`config.mk`:
```
export PLATFORM = sky130hd
export DESIGN_NAME = cart_upload_reader
export DESIGN_NICKNAME = d
export VERILOG_FILES = /design/src/rtl/cart_io_pkg.sv /design/src/rtl/rd_lat_ctr.sv /design/src/rtl/cart_upload_reader.sv
export SDC_FILE = /design/constraint.sdc
export NUM_CORES = 1
export LEC_CHECK = 0
export BUFFER_PORTS_ARGS = -buffer_cell sky130_fd_sc_hd__buf_2
export CAP_MARGIN = 20
export CORE_UTILIZATION = 54
export CTS_BUF_LIST = sky130_fd_sc_hd__clkbuf_8
export CTS_CLUSTER_DIAMETER = 200
export DETAILED_ROUTE_END_ITERATION = 12
export PLACE_DENSITY = 0.89
export SYNTH_ARGS = -nofsm -noshare
export SYNTH_HDL_FRONTEND = slang
export SYNTH_SLANG_ARGS = --single-unit
```
`constraint.sdc`:
```
create_clock -name clk_sys -period 7.05 [get_ports clk_sys]
set_clock_uncertainty 0.05 [all_clocks]
set_input_delay 0.3525 -clock clk_sys [delete_from_list [all_inputs] [get_ports clk_sys]]
set_output_delay 0.3525 -clock clk_sys [all_outputs]
set_load 0.01 [all_outputs]
```
`src/rtl/cart_io_pkg.sv`:
```
// Shared types and constants for the cartridge ioctl upload read path.
// Latency: n/a (package only).
// Backpressure: n/a (package only).
package cart_io_pkg;

   localparam int         IOCTL_ADDR_W = 25;
   localparam int         CSUM_W       = 16;
   localparam logic [7:0] PAD_BYTE_DEF = 8'hFF;

   typedef enum logic [1:0] {
      IDLE  = 2'd0,
      FETCH = 2'd1,
      WAITQ = 2'd2,
      PAD   = 2'd3
   } state_t;

   // Increment that sticks at all-ones instead of wrapping
   function automatic logic [15:0] sat_inc16(input logic [15:0] v);
      return (v == 16'hFFFF) ? v : v + 16'd1;
   endfunction

endpackage

```
`src/rtl/rd_lat_ctr.sv`:
```
// Loadable down-counter flagging when a RAM read result is due.
// Latency: o_ready is high once the loaded value has counted down to zero.
// Backpressure: none; a new load restarts the count at any time.
module rd_lat_ctr #(
   parameter int CNT_W = 2
) (
   input  logic             i_clk,
   input  logic             i_rst_n,
   input  logic             i_load,
   input  logic [CNT_W-1:0] i_load_val,
   output logic             o_ready
);

   logic [CNT_W-1:0] r_cnt;

   // Load on request, otherwise count down and rest at zero
   always_ff @(posedge i_clk or negedge i_rst_n) begin
      if (!i_rst_n) begin
         r_cnt <= '0;
      end else if (i_load) begin
         r_cnt <= i_load_val;
      end else if (r_cnt != '0) begin
         r_cnt <= r_cnt - 1'b1;
      end
   end

   assign o_ready = (r_cnt == '0);

endmodule

```
`src/rtl/cart_upload_reader.sv`:
```
// Serves HPS ioctl upload reads from cartridge RAM; optional checksum under UPLOAD_CSUM_EN.
// Latency: RAM byte valid RAM_LAT+2 cycles after ioctl_rd; pad byte valid 1 cycle after.
// Backpressure: ioctl_wait held high during a RAM fetch; reads arriving while busy are dropped and flag overrun.
module cart_upload_reader
   import cart_io_pkg::*;
#(
   parameter int         ADDR_W   = 15,
   parameter int         RAM_LAT  = 1,
   parameter logic [7:0] PAD_BYTE = PAD_BYTE_DEF
) (
   input  logic                    clk_sys,
   input  logic                    reset_n,
   input  logic                    ioctl_upload,
   input  logic                    ioctl_rd,
   input  logic [IOCTL_ADDR_W-1:0] ioctl_addr,
   output logic [7:0]              ioctl_din,
   output logic                    ioctl_wait,
   input  logic [15:0]             cart_size,
   output logic [ADDR_W-1:0]       ram_addr,
   output logic                    ram_rd,
   input  logic [7:0]              ram_q,
   output logic                    busy,
   output logic                    done,
   output logic [15:0]             byte_count,
   output logic                    overrun,
   output logic [CSUM_W-1:0]       csum
);

   localparam logic [1:0] LAT_LOAD = 2'(RAM_LAT - 1);

   state_t            r_state;
   state_t            w_state_nxt;
   logic              r_upload_d;
   logic              w_up_rise;
   logic              w_up_fall;
   logic [ADDR_W-1:0] r_ram_addr;
   logic [7:0]        r_din;
   logic [15:0]       r_count;
   logic [15:0]       w_count_base;
   logic              r_overrun;
   logic              r_done;
   logic              w_accept;
   logic              w_pad_sel;
   logic              w_abort;
   logic              w_lat_rdy;
   logic              w_ram_done;
   logic              w_pad_go;
   logic              w_deliver;
   logic [7:0]        w_din_nxt;
   logic              w_busy;
   logic              w_wait;
   logic              w_ram_rd;

   assign w_up_rise  = ioctl_upload & ~r_upload_d;
   assign w_up_fall  = ~ioctl_upload & r_upload_d;
   assign w_accept   = (r_state == IDLE) & ioctl_rd & ioctl_upload;
   // Out of the loaded image or beyond the RAM window: answer with the pad byte
   assign w_pad_sel  = (ioctl_addr >= {{(IOCTL_ADDR_W-16){1'b0}}, cart_size}) |
                       (|ioctl_addr[IOCTL_ADDR_W-1:ADDR_W]);
   assign w_abort    = ((r_state == FETCH) | (r_state == WAITQ)) & ~ioctl_upload;
   assign w_ram_done = (r_state == WAITQ) & w_lat_rdy & ~w_abort;
   assign w_pad_go   = w_accept & w_pad_sel;
   assign w_deliver  = w_ram_done | w_pad_go;
   assign w_din_nxt  = w_ram_done ? ram_q : PAD_BYTE;
   // An upload start clears the counters before this cycle's delivery is counted
   assign w_count_base = w_up_rise ? 16'h0000 : r_count;

   rd_lat_ctr #(
      .CNT_W (2)
   ) u_lat_ctr (
      .i_clk      (clk_sys),
      .i_rst_n    (reset_n),
      .i_load     (r_state == FETCH),
      .i_load_val (LAT_LOAD),
      .o_ready    (w_lat_rdy)
   );

   // State register
   always_ff @(posedge clk_sys or negedge reset_n) begin
      if (!reset_n) begin
         r_state <= IDLE;
      end else begin
         r_state <= w_state_nxt;
      end
   end

   // Next-state decode; an upload drop mid-fetch abandons the byte
   always_comb begin
      w_state_nxt = r_state;
      case (r_state)
         IDLE: begin
            if (w_accept) begin
               w_state_nxt = w_pad_sel ? PAD : FETCH;
            end
         end
         FETCH: begin
            w_state_nxt = w_abort ? IDLE : WAITQ;
         end
         WAITQ: begin
            if (w_abort || w_lat_rdy) begin
               w_state_nxt = IDLE;
            end
         end
         PAD: begin
            w_state_nxt = IDLE;
         end
         default: begin
            w_state_nxt = IDLE;
         end
      endcase
   end

   // State-decoded outputs
   always_comb begin
      w_busy   = (r_state != IDLE);
      w_wait   = (r_state == FETCH) | (r_state == WAITQ);
      w_ram_rd = (r_state == FETCH);
   end

   // Upload edge tracking, returned data, counters and sticky overrun
   always_ff @(posedge clk_sys or negedge reset_n) begin
      if (!reset_n) begin
         r_upload_d <= 1'b0;
         r_done     <= 1'b0;
         r_ram_addr <= '0;
         r_din      <= 8'h00;
         r_count    <= 16'h0000;
         r_overrun  <= 1'b0;
      end else begin
         r_upload_d <= ioctl_upload;
         r_done     <= w_up_fall;
         if (w_accept && !w_pad_sel) begin
            r_ram_addr <= ioctl_addr[ADDR_W-1:0];
         end
         if (w_deliver) begin
            r_din <= w_din_nxt;
         end
         r_count   <= w_deliver ? sat_inc16(w_count_base) : w_count_base;
         r_overrun <= (r_overrun & ~w_up_rise) | (ioctl_rd & w_busy);
      end
   end

`ifdef UPLOAD_CSUM_EN
   logic [CSUM_W-1:0] r_csum;
   logic [CSUM_W-1:0] w_csum_base;

   assign w_csum_base = w_up_rise ? '0 : r_csum;

   // Running 16-bit sum of every delivered byte, pad bytes included
   always_ff @(posedge clk_sys or negedge reset_n) begin
      if (!reset_n) begin
         r_csum <= '0;
      end else if (w_deliver) begin
         r_csum <= w_csum_base + {{(CSUM_W-8){1'b0}}, w_din_nxt};
      end else begin
         r_csum <= w_csum_base;
      end
   end

   assign csum = r_csum;
`else
   assign csum = '0;
`endif

   assign ioctl_din  = r_din;
   assign ioctl_wait = w_wait;
   assign ram_addr   = r_ram_addr;
   assign ram_rd     = w_ram_rd;
   assign busy       = w_busy;
   assign done       = r_done;
   assign byte_count = r_count;
   assign overrun    = r_overrun;

endmodule

```
==> summary.txt, run 1 <==
Outcome
  • Status: complete, but fails checks
  • Violations in the final reports: negative hold slack

Cells and area
  • Nets: 442
  • Design Area, Final: 0.00325 mm²
  • Antenna cell count: 0
  • Core Util, Final: 0.683
  • Syn-to-layout area delta: 20.9%
  • Layout cells sized above 1: 0.334

Power and ir drop
  • P_leak: 1.73 nW
  • Worst VDD drop: 0.000175 V
  • Pwr dens: 220 mW/mm²

Clock tree
  • Setup repair bufs after CTS: 0
  • CTS Buf Count: 5
  • Root Buffer: clkbuf_8
  • Hold buffer count at cts: 0
  • Clk pin slew, worst setup/hold paths: 0.08 ns
  • Clk Latency, worst-skew pair: 0.30 ns
  • Htree depth: 2
  • # resized after CTS: 0
  • TritonCTS clock tree: yes
  • Clock Tree Buf Depth: 2
  • CTS Sinks: 46

Yosys
  • FF+latch count, synth: 46
  • Post-Syn Area: 0.00269 mm²
  • Leading area contributor after synthesis: dfrtp_1
  • Synth Flop Type: dfrtp_1
  • Synth unique cells: 47
  • Most common cell in the netlist: dfrtp_1
  • Sequential area share after synthesis: 0.429
  • Share of synthesized registers carrying an async set or reset: 1.00
  • Synth warn: 0
  • Post-synth top cells: dfrtp_1, inv_1, nand2_1, ha_1, nor2_1
  • Gate Count Post-Synth: 272
  • Area share of the largest cell type after synthesis: 0.429
  • Top cells by area, synth: dfrtp_1, ha_1, mux2_2
  • Syn avg cell area: 9.88 µm²
  • Number of enable flip-flop cells after synthesis: 0

Placed design
  • Port bufs: 96
  • DPL Wire Length: 4450 µm
  • Routability cong.: 0.903
  • Placed Area: 0.00315 mm²

Detailed routing
  • Drt via density: 5.32
  • Pre-antenna DRT Iters: 4
  • # DRC: 0
  • M1 WL: 2330 µm
  • Routed wire length: 5700 µm
  • Average wire per standard cell: 13.1 µm
  • Met2 routed WL: 2850 µm
  • Max Used Layer: met4
  • Vias: 2,315
  • ANT nets after route: 0
  • Detail Route met3 WL: 302 µm
  • Initial DRC count: 115

Min path
  • Min-Delay Path Class: in -> async

Setup path
  • Setup crit end kind: register
  • Cells on worst reg2reg path: 9
  • Critical path data required time: 7.19 ns
  • Worst-path fanout max: 20
  • CP Data Arrival Time: 3.13 ns
  • FF-to-FF setup slack: 4.06 ns
  • CP Class: reg -> reg
  • Critical Path Start Type: register

Timing
  • Actual slew at the worst max-slew pin: 0.864 ns
  • Rel. slew slack: 0.422
  • Fin. max-slew vios: 0
  • Fin crit share: 0.424
  • Tmin final: 2.99 ns
  • Final hold vios: 21
  • Hold slack: -0.0411 ns
  • Final setup vio count: 0
  • Unrepaired setup endpoints after global routing: false
  • Setup tns final: 0 ns
  • Fmax: 334 MHz

Job
  • Max-Cap Viols: 0

Floorplanning
  • Die area: 0.00526 mm²
  • Core ar.: 0.00475 mm²
  • Chip Height: 72.5 µm
  • Initial core utilization: 0.565
  • Chip width: 72.5 µm
  • I/O pins: 113
  • # rows: 25

GRT
  • Initial antenna violation count: 0
  • Largest net degree at the start of global routing: 47
  • Vias in the first global route: 2,187
  • Grt ovf: 0
  • Total GRT Usage: 0.237
  • First-pass GRT wire length: 9510 µm
==> cells by family (layout without fill, tap and decap cells) <==
logic type | Yosys count | count (layout) | share of synthesized area
xor+xnor | 9 | 9 | 0.0293
compound gates | 41 | 41 | 0.103
simple gates | 92 | 92 | 0.183
mux | 16 | 16 | 0.0666
fa+ha+maj | 21 | 21 | 0.0978
other cells | 1 | 16 | 0.00140
buf+inv | 46 | 127 | 0.0904
flops | 46 | 46 | 0.429
==> layer usage <==
layer	track usage	vias to the layer above
li1	-	1105
met1	0.274	1098
met2	0.402	90
met3	0.0472	22
met4	0.148	0
met5	0	-
==> worst paths after layout <==
check                                         start                        to
max in group asynchronous                   reset_n  ioctl_din[1]$_DFFE_PN0P_
min in group clk_sys                   ioctl_upload      r_upload_d$_DFF_PN0_
min reg2reg                ioctl_din[7]$_DFFE_PN0P_  ioctl_din[7]$_DFFE_PN0P_
max reg2reg                  r_state[0]$_DFFE_PN0P_   byte_count[1]$_DFF_PN0_
max                          r_state[0]$_DFFE_PN0P_   byte_count[1]$_DFF_PN0_
min                                         reset_n   byte_count[7]$_DFF_PN0_
==> worst max-delay path, cell delays in order (launching register included) <==
cell and delay (ns):
dfrtp_1 0.38, inv_1 0.07, ha_1 0.30, inv_1 0.05, o211ai_1 0.70, nor3b_1 0.27
a22oi_1 0.12, nand2_1 0.48, nor2_1 0.16, mux2_2 0.30
==> power breakdown <==
part	switching [W]	internal [W]	total (W)
sequential	0.0000228	0.000299	0.000322
clock	0.0000820	0.0000654	0.000147
combinational	0.000143	0.000102	0.000244
==> layout by cell type (no fill, tap or decap), types with 2 or more instances in the layout <==
cell type,n
nand3_1,8
nand4_1,5
ha_1,21
xor2_1,3
inv_1,25
nor4_1,4
conb_1,16
or3_1,10
nor2_1,18
a21oi_1,11
and2_1,2
clkbuf_8,5
and3_1,2
nor2b_1,3
o22a_1,8
buf_2,96
nand2_1,23
dfrtp_1,46
nor3_1,5
mux2_2,15
xnor2_1,6
o21ai_0,10
nand2b_1,3
==> stage by stage <==
stage                     hold WS [ns]  setup slack [ns]  instances  total power [W]
after global routing           0.00403              3.79        435         0.000758
after global placement           0.412              4.23        427         0.000555
after CTS                        0.197              4.11        434         0.000717
after floorplan                0.00691              4.66        287         0.000487
final                          -0.0411              4.06        435         0.000713
after detailed placement         0.422              4.11        427         0.000568
==> sequential cells by signal (all words and copies together), names as in the netlist <==
signal and cells:
r_state 2, ioctl_din 8, byte_count 16, ram_addr 15, overrun 1, u_lat_ctr.r_cnt 2
done 1, r_upload_d 1
==> area by class of cell <==
| cell class | instances | area [µm²] |
|---|---|---|
| fillers | 396 | 1510 |
| well taps | 67 | 83.8 |
| clock buffers | 5 | 68.8 |
| repair buffers | 97 | 500 |
| multi-input cells | 195 | 1350 |
| flip-flops and latches | 46 | 1150 |
| inverters | 23 | 86.3 |
| clock inverters | 2 | 7.51 |
Note: power is estimated with default switching activity, not from simulation.
==> run 2: changes to the inputs <==
- CORE_UTILIZATION: 54 -> 50
- PLACE_DENSITY: 0.89 -> 0.83
- clock period: 7.05 -> 3.12 ns (I/O delays scaled with it)
==> run 2 against run 1 <==
Compared with the run above:
- core utilization is 4.1 points lower
- sequential share of layout area down 0.55 points
- global-route usage decreased by 2.1 points
- sequential power increased by 120%
- first-iteration DRC count decreased by 20%
- wire length up 1.2%
- design area increased by 1.6%
- combinational power up 130%
- die area rose by 7.8%
- highest routed layer unchanged
- total power is 130% higher
- largest power group unchanged
- via count decreased by 0.13%
- the run now ends clean
==> summary.txt, run 2 (synthesis results as in run 1) <==
Setup path
  • CP cell instances: inv_1 -> ha_1 -> inv_1 -> o211ai_1 -> buf_4 -> a22oi_1 -> nand2_1 -> nor2_1 -> mux2_2
  • CP most frequent cell: inv_1
  • Setup crit end kind: register
  • CP Class: reg -> reg
  • Critical path's slowest cell: dfrtp_1
  • Critical Path Max Stage Delay: 0.38 ns
  • Worst-path fanout max: 20
  • Critical path data required time: 3.25 ns
  • Critical Path Start Type: register
  • CP Data Arrival Time: 2.67 ns

Power and ir drop
  • Worst VDD drop: 0.000463 V
  • Pwr dens: 502 mW/mm²
  • P_int: 0.00109 W
  • Seq pwr share: 0.437
  • Comb pwr share: 0.337
  • Switch Pwr: 0.000565 W
  • Switch share: 0.342
  • Clock network fraction of total power: 0.225
  • P_leak: 1.75 nW

Timing
  • Final setup vio count: 0
  • Hold slack: 0.0183 ns
  • Setup ws final: 0.586 ns
  • Fmax: 395 MHz
  • Rel. slew slack: 0.565
  • Actual slew at the worst max-slew pin: 0.652 ns
  • Setup tns final: 0 ns
  • Final hold vios: 0
  • Fin crit share: 0.812
  • Unrepaired setup endpoints after global routing: false
  • Tmin final: 2.53 ns
  • Fin. max-slew vios: 0

GRT
  • Total GRT Usage: 0.216
  • GRT Max-Usage Layer: met2
  • Vias in the first global route: 2,188
  • Met1 Usage GRT: 0.244
  • First-pass GRT wire length: 9180 µm
  • M3 GR Usage: 0.0556
  • Largest net degree at the start of global routing: 47
  • Grt ovf: 0
  • GR Layer Usage met2: 0.386
  • Initial antenna violation count: 0

Placed design
  • Routability cong.: 0.919
  • Placed cell count: 433
  • DPL Wire Length: 4440 µm
  • Port bufs: 96
  • Post-Place Setup Slack: 0.590 ns

Clock tree
  • Htree depth: 2
  • CTS Buf Count: 5
  • Clock Tree Buf Depth: 2
  • TritonCTS clock tree: yes
  • Root Buffer: clkbuf_8
  • CTS Sinks: 46
  • Clk pin slew, worst setup/hold paths: 0.08 ns
  • Clk Latency, worst-skew pair: 0.30 ns
  • # resized after CTS: 0

Cells and area
  • Layout cells sized above 1: 0.343
  • Antenna cell count: 0
  • Post-route non-filler standard cell count: 443
  • Nets: 446
  • Most common cell after layout, fill and taps aside: buf_2
  • Most frequent cells in the layout: buf_2, dfrtp_1, inv_1
  • Syn-to-layout area delta: 22.8%
  • Register area: 0.00115 mm²
  • Filler cells: 469
  • Core Util, Final: 0.642
  • Multi-input gate area: 0.00135 mm²
  • Max reg flops: 16

Detailed routing
  • Routed wire length: 5770 µm
  • Pre-antenna DRT Iters: 4
  • Drt via density: 5.22
  • # DRC: 0
  • ANT nets after route: 0
  • Vias: 2,312
  • Initial DRC count: 92
  • Average wire per standard cell: 13.0 µm

Floorplanning
  • # rows: 26
  • Chip Height: 75.3 µm
  • Die area: 0.00567 mm²
  • I/O pins: 113
  • Core ar.: 0.00514 mm²
  • Chip width: 75.3 µm
  • Initial core utilization: 0.523

Min path
  • Min-Delay Path Class: in -> reg

Job
  • Max-Cap Viols: 0

Outcome
  • Status: completed
==> run 2: cell count changes in the layout (fill, tap and decap cells not counted), sizes merged <==
cell / before / now
dlygate4sd3: 0 / 1
clkbuf: 5 / 6
inv: 25 / 24
clkinv: 0 / 1
buf: 97 / 100
==> run 2: per-stage QoR <==
stage / power, W / area, µm²
6_report: 0.00165 / 3300
2_1_floorplan: 0.00110 / 2740
3_5_place_dp: 0.00129 / 3180
3_3_place_gp: 0.00127 / 3180
4_1_cts: 0.00167 / 3270
5_1_grt: 0.00177 / 3300
==> run 2: routing by layer <==
metal | up-vias | wire length, µm
li1 | 1112 | -
met1 | 1090 | 2390
met2 | 89 | 2870
met3 | 21 | 321
met4 | 0 | 192
met5 | - | 0
==> run 2: critical path: cells and delay by family (launching register included) <==
family	cells	cell delay, ns
simple gates	2	0.66
flops	1	0.38
buf+inv	3	0.35
mux	1	0.35
compound gates	2	0.34
fa+ha+maj	1	0.30
==> run 2: final timing paths <==
path | endpoint | slack, ns | depth (start not counted) | start
setup reg to reg | byte_count[1]$_DFF_PN0_ | 0.59 | 9 | r_state[0]$_DFFE_PN0P_
setup / recovery | byte_count[1]$_DFF_PN0_ | 0.59 | 9 | r_state[0]$_DFFE_PN0P_
max in group asynchronous | ram_addr[12]$_DFFE_PN0P_ | 2.21 | 3 | reset_n
hold reg to reg | ram_addr[0]$_DFFE_PN0P_ | 0.44 | 2 | ram_addr[0]$_DFFE_PN0P_
min in group asynchronous | byte_count[13]$_DFF_PN0_ | 0.30 | 2 | reset_n
hold / removal | r_upload_d$_DFF_PN0_ | 0.02 | 1 | ioctl_upload
==> run 2: cell type report <==
| type | instances | share of cell area |
|---|---|---|
| repair buffers | 101 | 0.162 |
| multi-input cells | 195 | 0.409 |
| clock inverters | 2 | 0.00266 |
| well taps | 70 | 0.0266 |
| clock buffers | 6 | 0.0250 |
| inverters | 23 | 0.0262 |
| flip-flops and latches | 46 | 0.349 |
==> run 2: repair_timing <==
item	4_1_cts	5_1_grt
endpoints found under the hold margin	0	19
hold buffers	0	1
setup endpoints to repair	0	0
setup buffers	0	0
==> run 2: power by group through the flow <==
stage / Sequential (W) / Clock, W / Combinational [W]
after floorplan: 0.000759 / 0 / 0.000341
after global placement: 0.000732 / 0 / 0.000542
after detailed placement: 0.000735 / 0 / 0.000557
after CTS: 0.000724 / 0.000382 / 0.000560
after global routing: 0.000732 / 0.000408 / 0.000628
final: 0.000724 / 0.000373 / 0.000558
